**src/rtl/branch_target_predictor_pkg.sv**
```systemverilog
// Shared constants and helpers for the fetch-side branch target predictor.
//   WORD_SIZE      : default address/data width
//   BP_*           : 2-bit saturating counter states (strongly/weakly not-taken/taken)
//   bp_sat_step()  : one training step of a 2-bit saturating counter
package branch_target_predictor_pkg;

    localparam int WORD_SIZE = 16;

    localparam logic [1:0] BP_SNT       = 2'b00;
    localparam logic [1:0] BP_WNT       = 2'b01;
    localparam logic [1:0] BP_WT        = 2'b10;
    localparam logic [1:0] BP_ST        = 2'b11;
    localparam logic [1:0] BP_CTR_RESET = BP_WNT;
    localparam logic [1:0] BP_CTR_ALLOC = BP_WT;

    function automatic logic [1:0] bp_sat_step(input logic [1:0] ctr, input logic taken);
        logic [1:0] nxt;
        nxt = ctr;
        if (taken && ctr != BP_ST)
            nxt = ctr + 2'b01;
        else if (!taken && ctr != BP_SNT)
            nxt = ctr - 2'b01;
        return nxt;
    endfunction

endpackage

```
**src/rtl/branch_target_predictor_bp_sat_counter.sv**
```systemverilog
// 2-bit saturating counter next-state logic (pure combinational).
//   ctr_i   : current counter value
//   taken_i : resolved outcome (1 = increment, 0 = decrement)
//   ctr_o   : next counter value, clamped to [BP_SNT, BP_ST]
module bp_sat_counter
    import branch_target_predictor_pkg::*;
(
    input  logic [1:0] ctr_i,
    input  logic       taken_i,
    output logic [1:0] ctr_o
);

    assign ctr_o = bp_sat_step(ctr_i, taken_i);

endmodule

```
**src/rtl/branch_target_predictor.sv**
```systemverilog
// Direct-mapped BTB next-PC predictor with 2-bit saturating counters.
//   clk, reset_n            : clock / async active-low reset
//   if_pc                   : fetch PC looked up combinationally
//   pred_taken/pred_next_pc : prediction for if_pc
//   update_*                : one resolved jump (ID) or branch (EX) per cycle
//   mispredict              : resolved outcome disagrees with the carried prediction
//   num_branch(_miss)       : conditional branch statistics, wrap mod 2**WORD_SIZE
module branch_target_predictor
    import branch_target_predictor_pkg::*;
#(
    parameter int WORD_SIZE  = branch_target_predictor_pkg::WORD_SIZE,
    parameter int INDEX_BITS = 4,
    parameter bit ENABLE     = 1'b1
) (
    input  logic                 clk,
    input  logic                 reset_n,
    input  logic [WORD_SIZE-1:0] if_pc,
    output logic                 pred_taken,
    output logic [WORD_SIZE-1:0] pred_next_pc,
    input  logic                 update_valid,
    input  logic [WORD_SIZE-1:0] update_pc,
    input  logic                 update_is_branch,
    input  logic                 update_taken,
    input  logic [WORD_SIZE-1:0] update_target,
    input  logic                 update_pred_taken,
    input  logic [WORD_SIZE-1:0] update_pred_target,
    output logic                 mispredict,
    output logic [WORD_SIZE-1:0] num_branch,
    output logic [WORD_SIZE-1:0] num_branch_miss
);

    localparam int ENTRIES = 1 << INDEX_BITS;
    localparam int TAG_W   = WORD_SIZE - INDEX_BITS;

    // Flat register arrays so reset can clear every valid bit at once.
    logic                 valid_q   [ENTRIES];
    logic [TAG_W-1:0]     tag_q     [ENTRIES];
    logic [WORD_SIZE-1:0] target_q  [ENTRIES];
    logic                 is_jump_q [ENTRIES];
    logic [1:0]           ctr_q     [ENTRIES];

    logic [WORD_SIZE-1:0] num_branch_q, num_branch_d;
    logic [WORD_SIZE-1:0] num_miss_q,   num_miss_d;

    // ---------------- lookup ----------------
    logic [INDEX_BITS-1:0] l_idx;
    logic                  l_hit;

    assign l_idx = if_pc[INDEX_BITS-1:0];
    assign l_hit = valid_q[l_idx] && (tag_q[l_idx] == if_pc[WORD_SIZE-1:INDEX_BITS]);

    assign pred_taken   = ENABLE && reset_n && l_hit && (is_jump_q[l_idx] || ctr_q[l_idx][1]);
    assign pred_next_pc = pred_taken ? target_q[l_idx] : if_pc + WORD_SIZE'(1);

    // Target compare only matters when the instruction was actually taken.
    assign mispredict = reset_n && update_valid &&
                        ((update_taken != update_pred_taken) ||
                         (update_taken && (update_target != update_pred_target)));

    // ---------------- training ----------------
    logic [INDEX_BITS-1:0] u_idx;
    logic [TAG_W-1:0]      u_tag;
    logic                  u_hit;
    logic [1:0]            ctr_step;

    assign u_idx = update_pc[INDEX_BITS-1:0];
    assign u_tag = update_pc[WORD_SIZE-1:INDEX_BITS];
    assign u_hit = valid_q[u_idx] && (tag_q[u_idx] == u_tag);

    bp_sat_counter u_ctr (
        .ctr_i   (ctr_q[u_idx]),
        .taken_i (update_taken),
        .ctr_o   (ctr_step)
    );

    logic                 wr_en;
    logic [WORD_SIZE-1:0] wr_target;
    logic                 wr_jump;
    logic [1:0]           wr_ctr;

    always_comb begin
        wr_en     = 1'b0;
        wr_target = target_q[u_idx];
        wr_jump   = is_jump_q[u_idx];
        wr_ctr    = ctr_q[u_idx];
        if (ENABLE && update_valid) begin
            if (u_hit) begin
                // Hit keeps the entry valid; only counter and (if taken) target move.
                wr_en  = 1'b1;
                wr_ctr = ctr_step;
                if (update_taken)
                    wr_target = update_target;
            end else if (update_taken) begin
                // Miss-taken allocates, evicting any alias at this index.
                wr_en     = 1'b1;
                wr_target = update_target;
                wr_jump   = !update_is_branch;
                wr_ctr    = BP_CTR_ALLOC;
            end
        end
    end

    always_comb begin
        num_branch_d = num_branch_q;
        num_miss_d   = num_miss_q;
        if (update_valid && update_is_branch) begin
            num_branch_d = num_branch_q + WORD_SIZE'(1);
            if (mispredict)
                num_miss_d = num_miss_q + WORD_SIZE'(1);
        end
    end

    always_ff @(posedge clk or negedge reset_n) begin
        if (!reset_n) begin
            for (int i = 0; i < ENTRIES; i++) begin
                valid_q[i]   <= 1'b0;
                tag_q[i]     <= '0;
                target_q[i]  <= '0;
                is_jump_q[i] <= 1'b0;
                ctr_q[i]     <= BP_CTR_RESET;
            end
            num_branch_q <= '0;
            num_miss_q   <= '0;
        end else begin
            if (wr_en) begin
                valid_q[u_idx]   <= 1'b1;
                tag_q[u_idx]     <= u_tag;
                target_q[u_idx]  <= wr_target;
                is_jump_q[u_idx] <= wr_jump;
                ctr_q[u_idx]     <= wr_ctr;
            end
            num_branch_q <= num_branch_d;
            num_miss_q   <= num_miss_d;
        end
    end

    assign num_branch      = num_branch_q;
    assign num_branch_miss = num_miss_q;

endmodule
```
**config.mk**
```make
export PLATFORM = sky130hd
export DESIGN_NAME = branch_target_predictor
export DESIGN_NICKNAME = d
export VERILOG_FILES = /design/src/rtl/branch_target_predictor_pkg.sv /design/src/rtl/branch_target_predictor_bp_sat_counter.sv /design/src/rtl/branch_target_predictor.sv
export SDC_FILE = /design/constraint.sdc
export NUM_CORES = 1
export LEC_CHECK = 0
export ABC_CLOCK_PERIOD_IN_PS = 23600
export CORE_ASPECT_RATIO = 1.75
export CORE_MARGIN = 5
export CORE_UTILIZATION = 66
export DETAILED_ROUTE_END_ITERATION = 10
export GPL_ROUTABILITY_DRIVEN = 1
export PLACE_DENSITY = 0.88
export REMOVE_ABC_BUFFERS = 1
export SYNTH_ARGS = -nofsm -noshare
export SYNTH_HDL_FRONTEND = slang
export SYNTH_HIERARCHICAL = 1
export SYNTH_SLANG_ARGS = --single-unit
```
**constraint.sdc**
```tcl
create_clock -name clk -period 23.6 [get_ports clk]
set_clock_uncertainty 0.2 [all_clocks]
set_input_delay 7.08 -clock clk [delete_from_list [all_inputs] [get_ports clk]]
set_output_delay 7.08 -clock clk [all_outputs]
set_load 0.01 [all_outputs]
```
==> results of run 1 <==
[worst reg2reg max path: cells and delay by family, from the launching register on]
kind / cells / cell delay (ns)
simple gates: 2 / 1.19
compound gates: 2 / 1.25
xor+xnor: 1 / 0.28
flops: 1 / 0.39
buf+inv: 1 / 0.59
mux: 3 / 1.07
[metrics by stage]
stage	area, sq um	cells	hold WS (ns)	utilization [%]
after floorplan	28730	1730	0.2450	-
after global placement	31020	2464	0.2599	70.05
after detailed placement	31020	2464	0.2715	70.05
after CTS	32660	2557	0.2904	73.75
after global routing	32660	2558	0.3139	73.76
final	32670	2559	0.2928	73.76
[cells by family after synthesis]
| kind of cell | share of synthesized area (%) |
|---|---|
| mux | 43.46 |
| flops | 46.12 |
| buf+inv | 2.967 |
| simple gates | 2.857 |
| xor+xnor | 2.874 |
| compound gates | 1.507 |
| fa+ha+maj | 0.2117 |
[sequential cells by signal (all words and copies together) (netlist names)]
register	count
target_q	256
tag_q	192
ctr_q	32
is_jump_q	16
num_branch	16
num_branch_miss	16
valid_q	16
[cells in the mapped netlist, types with 6 or more instances]
cell type	number
sky130_fd_sc_hd__dfrtp_1	528
sky130_fd_sc_hd__mux2_2	444
sky130_fd_sc_hd__mux4_2	276
sky130_fd_sc_hd__clkbuf_1	86
sky130_fd_sc_hd__xnor2_1	63
sky130_fd_sc_hd__mux2_4	58
sky130_fd_sc_hd__mux2i_1	42
sky130_fd_sc_hd__buf_2	35
sky130_fd_sc_hd__xor2_1	34
sky130_fd_sc_hd__nand2_1	32
sky130_fd_sc_hd__nand3_1	32
sky130_fd_sc_hd__mux2_1	30
sky130_fd_sc_hd__buf_1	26
sky130_fd_sc_hd__o21ai_0	24
sky130_fd_sc_hd__nand2b_1	18
sky130_fd_sc_hd__dfstp_2	16
sky130_fd_sc_hd__buf_6	15
sky130_fd_sc_hd__nor2_1	15
sky130_fd_sc_hd__nand4_1	14
sky130_fd_sc_hd__inv_1	13
sky130_fd_sc_hd__and3_1	9
sky130_fd_sc_hd__a22oi_1	8
sky130_fd_sc_hd__buf_4	8
sky130_fd_sc_hd__a21oi_1	6
sky130_fd_sc_hd__nor2b_1	6
sky130_fd_sc_hd__or2_2	6
[power breakdown]
| part | internal, W | switching [W] | leakage (nW) |
|---|---|---|---|
| Combinational | 0.000305 | 0.000221 | 6.55 |
| Sequential | 0.00107 | 0.000117 | 7.15 |
| Clock | 0.000455 | 0.000369 | 0.817 |
| Total | 0.00183 | 0.000707 | 14.5 |
[worst paths after layout]
check / startpoint / to / slack (ns) / cells after the start
worst max-delay path: if_pc[0] / pred_next_pc[8] / 4.70 / 11
worst min-delay path: num_branch[5] / num_branch[5] / 0.29 / 1
worst max register to register: tag_q[11] / is_jump_q[8] / 18.52 / 9
worst min register to register: num_branch[5] / num_branch[5] / 0.29 / 1
max in group asynchronous: reset_n / tag_q[102] / 14.40 / 3
min in group asynchronous: reset_n / tag_q[164] / 6.23 / 1
[area by class of cell]
| class | instances | share of cell area [%] |
|---|---|---|
| well taps | 572 | 2.191 |
| repair buffers | 162 | 4.638 |
| clock inverters | 24 | 0.7009 |
| inverters | 14 | 0.1609 |
| diodes | 2 | 0.01532 |
| flip-flops and latches | 544 | 41.73 |
| clock buffers | 69 | 4.324 |
| multi-input cells | 1172 | 46.23 |
[routing by layer]
layer	part of all wire, %	track usage (%)
met5	0.034	0
met4	7.2	18.67
met3	8.2	6.905
met2	51	54.48
met1	34	40.48
==> flow_results.xml, run 1 <==
<?xml version="1.0" encoding="UTF-8"?>
<metrics>
  <group name="global_route">
    <metric name="number_of_antenna_violations_at_the_first_check_in_global_routing" unit="">5</metric>
    <metric name="wire_length_of_the_first_global_routing_pass" unit="mm">123.7</metric>
    <metric name="grt_max_degree" unit="">201</metric>
    <metric name="first_global_vias" unit="">20290</metric>
    <metric name="grt_use_total" unit="%">33.01</metric>
    <metric name="grt_remaining_overflow" unit="">0</metric>
  </group>
  <group name="route">
    <metric name="vias_per_cell" unit="">7.279</metric>
    <metric name="drtAntennaViolNets" unit="">0</metric>
    <metric name="drcViolationCount" unit="">0</metric>
    <metric name="first_pass_iters" unit="">5</metric>
    <metric name="vias" unit="">18630</metric>
    <metric name="totalWireLength" unit="mm">80.50</metric>
    <metric name="drt-initial-drc-count" unit="">1869</metric>
    <metric name="detail_route.wl_per_cell" unit="um">31.46</metric>
  </group>
  <group name="setup_path">
    <metric name="worstPathRequired" unit="ns">16.32</metric>
    <metric name="cpLargestDelayFamily" unit="">buffers and inverters</metric>
    <metric name="path_cells" unit="">clkbuf_8 &gt; buf_4 &gt; mux4_2 &gt; mux4_2 &gt; xnor2_1 &gt; nand4_1 &gt; nor4b_1 &gt; and4b_1 &gt; buf_4 &gt; mux2_2 &gt; clkdlybuf4s50_1</metric>
    <metric name="critPathCaptureType" unit="">output pin</metric>
    <metric name="cpPeakStageDelay" unit="ns">0.71</metric>
    <metric name="crit_path_start_kind" unit="">input pin</metric>
    <metric name="critPathArrivalTime" unit="ns">11.62</metric>
    <metric name="worstSetupPathType" unit="">input pin to output pin</metric>
    <metric name="worst-path-max-fanout" unit="">38</metric>
    <metric name="sum_of_buffers_and_inverters_on_the_critical_path" unit="">4</metric>
    <metric name="crit_slowest_cell" unit="">sky130_fd_sc_hd__buf_4</metric>
  </group>
  <group name="layout">
    <metric name="sequential_cell_area" unit="sq um">13630</metric>
    <metric name="design.final.nets" unit="">2019</metric>
    <metric name="area_added_between_synthesis_and_finish" unit="%">10.52</metric>
    <metric name="final_cell_mix" unit="">sky130_fd_sc_hd__dfrtp_1 (528), sky130_fd_sc_hd__mux2_2 (444), sky130_fd_sc_hd__mux4_2 (276)</metric>
    <metric name="multi_input_comb_area" unit="sq um">15100</metric>
    <metric name="num-fill-cells" unit="">2633</metric>
    <metric name="mostFrequentLayoutCell" unit="">sky130_fd_sc_hd__dfrtp_1</metric>
    <metric name="post_route_cells_drive_above_1_share" unit="%">48.01</metric>
  </group>
  <group name="die">
    <metric name="initial_core_utilization" unit="%">66.74</metric>
    <metric name="design.die.area" unit="sq um">49280</metric>
    <metric name="floorplan.rows" unit="">102</metric>
    <metric name="io-pin-count" unit="">120</metric>
    <metric name="floorplan.core_area" unit="sq um">44290</metric>
    <metric name="die-height" unit="um">290.0</metric>
    <metric name="width_of_the_chip" unit="um">170.0</metric>
  </group>
  <group name="power">
    <metric name="fin_total_pwr" unit="W">0.002541</metric>
    <metric name="power-per-cell-area" unit="nW/um^2">77.78</metric>
    <metric name="vdd_ir_drop_max" unit="mV">0.07626</metric>
    <metric name="power.static_leakage" unit="nW">14.51</metric>
  </group>
  <group name="cts">
    <metric name="clk_transition_reported_paths" unit="ns">0.06</metric>
    <metric name="cts_tree" unit="">yes</metric>
    <metric name="clock_latency" unit="ns">0.59</metric>
    <metric name="clock_sink_count" unit="">544</metric>
    <metric name="cts-resized-gates" unit="">0</metric>
    <metric name="post_cts.repair.setup_buffers" unit="">0</metric>
    <metric name="cts-hold-fix-buffers" unit="">0</metric>
    <metric name="cts-buffers-inserted" unit="">50</metric>
    <metric name="ctsHtreeMaxLevel" unit="">2</metric>
    <metric name="cts.path.max_buffers" unit="">3</metric>
    <metric name="cts_root_buf" unit="">sky130_fd_sc_hd__clkbuf_16</metric>
  </group>
  <group name="timing">
    <metric name="setup_tns" unit="ns">0</metric>
    <metric name="maxClockFrequency" unit="MHz">52.90</metric>
    <metric name="final-setup-viol-count" unit="">0</metric>
    <metric name="timing.final.max_slew_violations" unit="">0</metric>
    <metric name="final_critical_path_setup_slack" unit="ns">4.696</metric>
    <metric name="portion_of_the_clock_cycle_consumed_by_the_worst_path_in_the_final_layout" unit="%">80.10</metric>
    <metric name="timing_worst_slew_pin_value" unit="ns">1.186</metric>
    <metric name="layout_min_cycle_time" unit="ns">18.90</metric>
    <metric name="rsz0062_at_grt" unit="">false</metric>
    <metric name="max_slew_margin" unit="%">20.94</metric>
    <metric name="final_hold_viol_count" unit="">0</metric>
  </group>
  <group name="yosys">
    <metric name="synth.avg_cell_area" unit="sq um">15.56</metric>
    <metric name="netlist_area" unit="sq um">29560</metric>
    <metric name="synth_enable_flop_cells" unit="">0</metric>
    <metric name="async_set_or_reset_flop_fraction_in_the_synthesized_netlist" unit="%">100.0</metric>
    <metric name="synthDominantCellAreaShare" unit="%">44.70</metric>
    <metric name="ys_seq_area_share" unit="%">46.12</metric>
    <metric name="synth_top_flop_cell" unit="">sky130_fd_sc_hd__dfrtp_1</metric>
    <metric name="synth.yosys.warnings" unit="">6</metric>
    <metric name="postSynthRegisterBits" unit="">544</metric>
    <metric name="synth.top_cells.by_area" unit="">sky130_fd_sc_hd__dfrtp_1 (45%), sky130_fd_sc_hd__mux4_2 (21%), sky130_fd_sc_hd__mux2_2 (17%), sky130_fd_sc_hd__mux2_4 (2.9%), sky130_fd_sc_hd__xnor2_1 (1.9%)</metric>
    <metric name="postSynthCellCount" unit="">1900</metric>
    <metric name="synthDistinctLibCells" unit="">57</metric>
    <metric name="yosysTopAreaCell" unit="">sky130_fd_sc_hd__dfrtp_1</metric>
  </group>
  <group name="outcome">
    <metric name="run_status" unit="">finished, final reports clean</metric>
  </group>
  <group name="placement">
    <metric name="buffer_ports.inserted" unit="">119</metric>
    <metric name="placement.setup.worst_slack" unit="ns">4.714</metric>
    <metric name="gp_congestion" unit="">0.9280</metric>
    <metric name="detailed_place_hpwl" unit="mm">50.37</metric>
  </group>
  <group name="flow_run">
    <metric name="number_of_maximum_capacitance_constraint_violations" unit="">0</metric>
  </group>
  <group name="hold_path">
    <metric name="hp-class" unit="">flop to flop</metric>
  </group>
</metrics>
Note: power is estimated with default switching activity, not from simulation.
==> inputs of run 2 (changes only) <==
Settings changed: ABC_CLOCK_PERIOD_IN_PS 23600 to 18300, CORE_UTILIZATION 66 to 62, PLACE_DENSITY 0.88 to 0.83.
Clock period 23.6 ns to 18.3 ns, I/O delays scaled along.
==> flow_results.xml, run 2 (synthesis results as in run 1) <==
<?xml version="1.0" encoding="UTF-8"?>
<metrics>
  <group name="setup_path">
    <metric name="crit_path_start_kind" unit="">input pin</metric>
    <metric name="cpPeakStageDelay" unit="ns">0.61</metric>
    <metric name="crit_slowest_cell" unit="">sky130_fd_sc_hd__clkdlybuf4s50_1</metric>
    <metric name="worst-path-max-fanout" unit="">39</metric>
    <metric name="worstPathRequired" unit="ns">12.61</metric>
    <metric name="critPathCaptureType" unit="">output pin</metric>
    <metric name="cp_common_cell" unit="">sky130_fd_sc_hd__buf_4</metric>
    <metric name="worstSetupPathType" unit="">input pin to output pin</metric>
    <metric name="path_cells" unit="">buf_4 &gt; buf_4 &gt; mux4_2 &gt; mux4_2 &gt; xnor2_1 &gt; nand4_1 &gt; nor4b_1 &gt; and4b_1 &gt; buf_4 &gt; o21ai_0 &gt; o211ai_1 &gt; clkdlybuf4s50_1</metric>
    <metric name="critPathArrivalTime" unit="ns">9.92</metric>
  </group>
  <group name="cts">
    <metric name="clock_latency" unit="ns">0.61</metric>
    <metric name="cts-buffers-inserted" unit="">49</metric>
    <metric name="clk_transition_reported_paths" unit="ns">0.07</metric>
    <metric name="cts.path.max_buffers" unit="">3</metric>
    <metric name="cts-resized-gates" unit="">0</metric>
    <metric name="ctsHtreeMaxLevel" unit="">2</metric>
    <metric name="clock_sink_count" unit="">544</metric>
    <metric name="cts-hold-fix-buffers" unit="">0</metric>
    <metric name="cts_root_buf" unit="">sky130_fd_sc_hd__clkbuf_16</metric>
    <metric name="post_cts.repair.setup_buffers" unit="">0</metric>
    <metric name="cts_tree" unit="">yes</metric>
  </group>
  <group name="layout">
    <metric name="final_cell_mix" unit="">sky130_fd_sc_hd__dfrtp_1 (528), sky130_fd_sc_hd__mux2_2 (444), sky130_fd_sc_hd__mux4_2 (276)</metric>
    <metric name="registers.top_by_ff_count" unit="">target_q</metric>
    <metric name="fin_area" unit="sq um">32730</metric>
    <metric name="mostFrequentLayoutCell" unit="">sky130_fd_sc_hd__dfrtp_1</metric>
    <metric name="sequential_cell_area" unit="sq um">13630</metric>
    <metric name="multi_input_comb_area" unit="sq um">15100</metric>
    <metric name="area_added_between_synthesis_and_finish" unit="%">10.74</metric>
    <metric name="design.final.nets" unit="">2016</metric>
    <metric name="num-fill-cells" unit="">3154</metric>
    <metric name="post_route_cells_drive_above_1_share" unit="%">47.78</metric>
    <metric name="reg_top3" unit="">target_q: 256 flops, tag_q: 192 flops, ctr_q: 32 flops</metric>
    <metric name="largest_register_ff_count" unit="">256</metric>
  </group>
  <group name="route">
    <metric name="wl_met2" unit="mm">41.36</metric>
    <metric name="met3_wirelength_from_detailed_routing" unit="mm">5.475</metric>
    <metric name="drt-initial-drc-count" unit="">1516</metric>
    <metric name="vias" unit="">18460</metric>
    <metric name="drcViolationCount" unit="">0</metric>
    <metric name="detail_route.wl_per_cell" unit="um">31.40</metric>
    <metric name="wl_met1" unit="mm">28.41</metric>
    <metric name="vias_per_cell" unit="">7.170</metric>
    <metric name="first_pass_iters" unit="">5</metric>
    <metric name="drtAntennaViolNets" unit="">0</metric>
    <metric name="totalWireLength" unit="mm">80.85</metric>
    <metric name="routed.top_layer" unit="">met4</metric>
  </group>
  <group name="placement">
    <metric name="placement.setup.worst_slack" unit="ns">2.778</metric>
    <metric name="detailed_place_hpwl" unit="mm">51.11</metric>
    <metric name="gp_congestion" unit="">0.9263</metric>
    <metric name="placed_cell_area" unit="sq um">31040</metric>
    <metric name="buffer_ports.inserted" unit="">119</metric>
  </group>
  <group name="flow_run">
    <metric name="number_of_maximum_capacitance_constraint_violations" unit="">0</metric>
  </group>
  <group name="global_route">
    <metric name="grt_remaining_overflow" unit="">0</metric>
    <metric name="grt_max_degree" unit="">190</metric>
    <metric name="number_of_antenna_violations_at_the_first_check_in_global_routing" unit="">2</metric>
    <metric name="wire_length_of_the_first_global_routing_pass" unit="mm">124.3</metric>
    <metric name="grt_use_total" unit="%">31.39</metric>
    <metric name="first_global_vias" unit="">20190</metric>
  </group>
  <group name="die">
    <metric name="initial_core_utilization" unit="%">62.25</metric>
    <metric name="floorplan.rows" unit="">106</metric>
    <metric name="width_of_the_chip" unit="um">175.1</metric>
    <metric name="floorplan.core_area" unit="sq um">47480</metric>
    <metric name="io-pin-count" unit="">120</metric>
    <metric name="die-height" unit="um">298.8</metric>
    <metric name="design.die.area" unit="sq um">52310</metric>
  </group>
  <group name="timing">
    <metric name="final_critical_path_setup_slack" unit="ns">2.688</metric>
    <metric name="max_slew_margin" unit="%">22.38</metric>
    <metric name="layout_min_cycle_time" unit="ns">15.61</metric>
    <metric name="final_hold_viol_count" unit="">0</metric>
    <metric name="rsz0062_at_grt" unit="">false</metric>
    <metric name="timing_worst_slew_pin_value" unit="ns">1.154</metric>
    <metric name="setup_tns" unit="ns">0</metric>
    <metric name="portion_of_the_clock_cycle_consumed_by_the_worst_path_in_the_final_layout" unit="%">85.31</metric>
    <metric name="final-setup-viol-count" unit="">0</metric>
    <metric name="maxClockFrequency" unit="MHz">64.05</metric>
    <metric name="timing.final.max_slew_violations" unit="">0</metric>
  </group>
  <group name="power">
    <metric name="power_switching_share" unit="%">27.29</metric>
    <metric name="net-switching-power" unit="W">0.0008983</metric>
    <metric name="p_seq_share" unit="%">46.6</metric>
    <metric name="vdd_ir_drop_max" unit="mV">0.08265</metric>
    <metric name="power-per-cell-area" unit="nW/um^2">100.6</metric>
    <metric name="power.static_leakage" unit="nW">14.51</metric>
    <metric name="p_comb_share" unit="%">20.4</metric>
    <metric name="fin_total_pwr" unit="W">0.003292</metric>
    <metric name="power.clock.fraction" unit="%">33.0</metric>
    <metric name="cell_internal_pwr" unit="W">0.002394</metric>
  </group>
  <group name="hold_path">
    <metric name="hp-class" unit="">flop to flop</metric>
  </group>
  <group name="outcome">
    <metric name="run_status" unit="">finished, final reports clean</metric>
  </group>
</metrics>
==> run 2: cell count changes in the layout (fill, tap and decap cells not counted), moves of 2 or more <==
cell	before	now
sky130_fd_sc_hd__clkinv_4	0	2
sky130_fd_sc_hd__buf_4	43	40
sky130_fd_sc_hd__bufinv_16	3	5
sky130_fd_sc_hd__inv_6	3	1
sky130_fd_sc_hd__clkbuf_8	10	13
sky130_fd_sc_hd__clkinv_2	14	6
==> run 2: metrics by stage <==
step | cells | hold WS [ns] | utilization [%]
after CTS | 2574 | 0.2773 | 68.93
final | 2575 | 0.2752 | 68.93
after detailed placement | 2484 | 0.2654 | 65.38
after global routing | 2575 | 0.3051 | 68.93
after floorplan | 1730 | 0.2450 | -
after global placement | 2484 | 0.2621 | 65.38
==> run 2: worst paths after layout <==
kind / from / to / slack [ns] / cells past startpoint
min reg2reg: num_branch_miss[15] / num_branch_miss[15] / 0.28 / 1
max reg2reg: tag_q[7] / target_q[118] / 13.11 / 9
min in group asynchronous: reset_n / target_q[201] / 4.64 / 1
max: if_pc[1] / pred_next_pc[3] / 2.69 / 12
max in group asynchronous: reset_n / target_q[174] / 11.02 / 3
min: num_branch_miss[15] / num_branch_miss[15] / 0.28 / 1
==> run 2: metal layers <==
metal  vias up  global-route usage, %
met4         0                  18.59
met2       907                  52.94
li1       7365                      -
met5         -                      0
met3       293                  5.467
met1      9898                  38.00
==> run 2: critical path, delay by kind of cell <==
kind | cells | cell delay [ns]
AOI/OAI and AO/OA | 2 | 0.37
and+or+nand+nor | 3 | 0.71
muxes | 2 | 0.94
buffers and inverters | 4 | 2.09
xor gates and xnor gates | 1 | 0.21
==> run 2: final cells by class <==
class	instances	share of cell area, %
Antenna cell	1	0.007646
Clock buffer	72	4.377
Clock inverter	18	0.7646
Inverter	14	0.1606
Multi-Input combinational cell	1172	46.14
Sequential cell	544	41.65
Tap cell	594	2.271
Timing Repair Buffer	160	4.622
==> run 2: power groups by stage <==
stage               Clock [W]  Combinational [W]  Sequential, W
CTS                   0.00110           0.000675        0.00153
floorplan                   0           0.000451        0.00150
global route          0.00115           0.000717        0.00155
detailed placement          0           0.000670        0.00155
global placement            0           0.000649        0.00153
finish                0.00109           0.000672        0.00153
==> patch, RTL diff (config.mk and constraints of run 2) <==
`INDEX_BITS`: 4 -> 5.
--- a/src/rtl/branch_target_predictor.sv
+++ b/src/rtl/branch_target_predictor.sv
@@ -9,7 +9,7 @@
     import branch_target_predictor_pkg::*;
 #(
     parameter int WORD_SIZE  = branch_target_predictor_pkg::WORD_SIZE,
-    parameter int INDEX_BITS = 4,
+    parameter int INDEX_BITS = 5,
     parameter bit ENABLE     = 1'b1
 ) (
     input  logic                 clk,
Formal check against the unedited RTL: not equivalent (Yosys sat finds a counterexample within 4 cycles, from zero or initial values and one cycle with reset_n low).
==> patch against run 2 <==
  * Power rose by 75%
  * Sequential cell count rose by 480
  * Worst setup slack got worse by 1400 ps
  * Synthesized cell count rose by 99%
  * Sequential power rose by 80%
  * Area after synthesis rose by 87%
  * Design area rose by 84%
  * Wire length rose by 110%
  * Cell count rose by 94%
  * Via count rose by 100%
  * Critical path type unchanged
  * Largest power group unchanged
==> patch: results (changes against run 2) <==
Status -> finished, final reports clean
Compound-cell area share of the yosys netlist -> 3.61% (+2.1 points)
First-pass DRT Iterations -> 7 (+2)
Total track usage -> 36.2% (+4.9 points)
Post-CTS Repair Setup Buffers -> 0 (unchanged)
Yosys cell types -> 65 (+14%)
Xor/xnor cell area share of the yosys netlist -> 1.27% (-1.6 points)
Final HPWL DP -> 108 mm (+110%)
Input/output buffers -> 119 (unchanged)
Placed cell count -> 4839 (+95%)
Largest regs -> target_q x512, tag_q x352, ctr_q x64
Critical Path Fanout Max -> 18 (-54%)
Slowest stage delay, CP -> 1240 ps (+630 ps)
Fraction of the mapped netlist area in adder cells -> 0.113% (-0.099 points)
Post-CTS sizing -> 0 (unchanged)
Gpl congestion -> 0.988 (+6.7%)
Average wire per standard cell -> 34.7 um (+10%)
Largest net degree at the start of global routing -> 163 (-14%)
Worst-Skew Late Latency -> 700 ps (+90 ps)
Initial detailed-routing violation count -> 4401 (+190%)
Wl on met1 -> 57.6 mm (+100%)
Fill cells -> 6036 (+91%)
Hold WC Path Type -> reg -> reg
Asr flop ratio synth -> 100% (unchanged)
Finished Layout Cells -> 5006 (+94%)
Slew HR -> 7.76% (-15 points)
Vias in the first global route -> 39000 (+93%)
Most frequent cells after synthesis -> dfrtp_1 (992), mux2_2 (825), mux4_2 (403)
Post-synthesis mux area share -> 40.7% (-2.8 points)
Top Family by Delay on Critical Path -> simple AND/OR/NAND/NOR gates
Initial antenna violation count -> 7 (+5)
Reg2Reg Depth -> 10 (+1)
Hold Crit Depth -> 1 (unchanged)
Static leakage -> 26.7 nW (+84%)
Register area share after synthesis -> 46.4% (+0.28 points)
Top sig layer -> met5
Critical-path top delay cell -> nand4_1
Post-synthesis cell count -> 3784 (+99%)
Worst Path Arrival -> 11300 ps (+1380 ps)
Synth Warn # -> 6 (unchanged)
Placed Area -> 0.0570 mm^2 (+84%)
Synth top area cells -> dfrtp_1 (45%), mux2_2 (17%), mux4_2 (16%)
Largest buffer count on any clock path -> 3 (unchanged)
Via Count -> 37000 (+100%)
Metal2 WL -> 80.7 mm (+95%)
First-pass GRT wire length -> 257 mm (+110%)
TritonCTS Buffers -> 91 (+86%)
CTS HTree Levels -> 3 (+1)
DR WL met3 -> 17.9 mm (+230%)
Worst-path clk slew -> 70 ps (about the same)
CTS root buffer -> clkbuf_16
Layout cells sized above 1 -> 42.8% (-5.0 points)
Pint -> 4.17 mW (+74%)
VDD IR max -> 0.0808 mV (-2.3%)
[patch: power by group through the flow]
stage / clock (mW) / sequential, mW / combinational, mW
6_report: 1.98 / 2.76 / 1.01
5_1_grt: 2.09 / 2.79 / 1.07
3_3_place_gp: 0 / 2.77 / 0.970
4_1_cts: 1.99 / 2.75 / 1.00
2_1_floorplan: 0 / 2.71 / 0.626
3_5_place_dp: 0 / 2.79 / 0.995
[patch: cell families after synthesis]
| family | after synthesis |
|---|---|
| buffers and inverters | 396 |
| and+or+nand+nor | 369 |
| muxes | 1621 |
| AOI/OAI and AO/OA | 289 |
| xor gates and xnor gates | 80 |
| DFF | 1024 |
| adders and majority gates | 5 |
[patch: worst paths after layout]
path | start | endpoint | slack [ps]
max | if_pc[3] | pred_next_pc[1] | 1310
min | num_branch[15] | num_branch[15] | 270
min in group asynchronous | reset_n | target_q[481] | 4520
max reg2reg | tag_q[107] | tag_q[130] | 12540
min reg2reg | num_branch[15] | num_branch[15] | 270
max in group asynchronous | reset_n | tag_q[88] | 9730
[patch: area by class of cell]
class	count	area [um^2]	share of cell area (%)
Antenna cell	3	7.51	0.0125
Multi-Input combinational cell	2364	27600	46.0
Clock inverter	35	369	0.614
Inverter	23	88.8	0.148
Tap cell	1176	1470	2.45
Timing Repair Buffer	252	2200	3.67
Clock buffer	129	2660	4.43
Sequential cell	1024	25700	42.7
[patch: metal layers]
metal	vias up	global-route usage [%]
met4	6	28.0
met1	19400	43.3
met3	801	9.26
li1	14400	-
met2	2407	56.5
met5	-	0
[patch: metrics by stage]
stage / power, mW / setup slack (ps) / util [%]
floorplan: 3.34 / 3880 / -
global placement: 3.74 / 1760 / 64.2
detailed placement: 3.78 / 1690 / 64.2
CTS: 5.74 / 1660 / 67.6
finish: 5.75 / 1310 / 67.6
global route: 5.95 / 1210 / 67.6
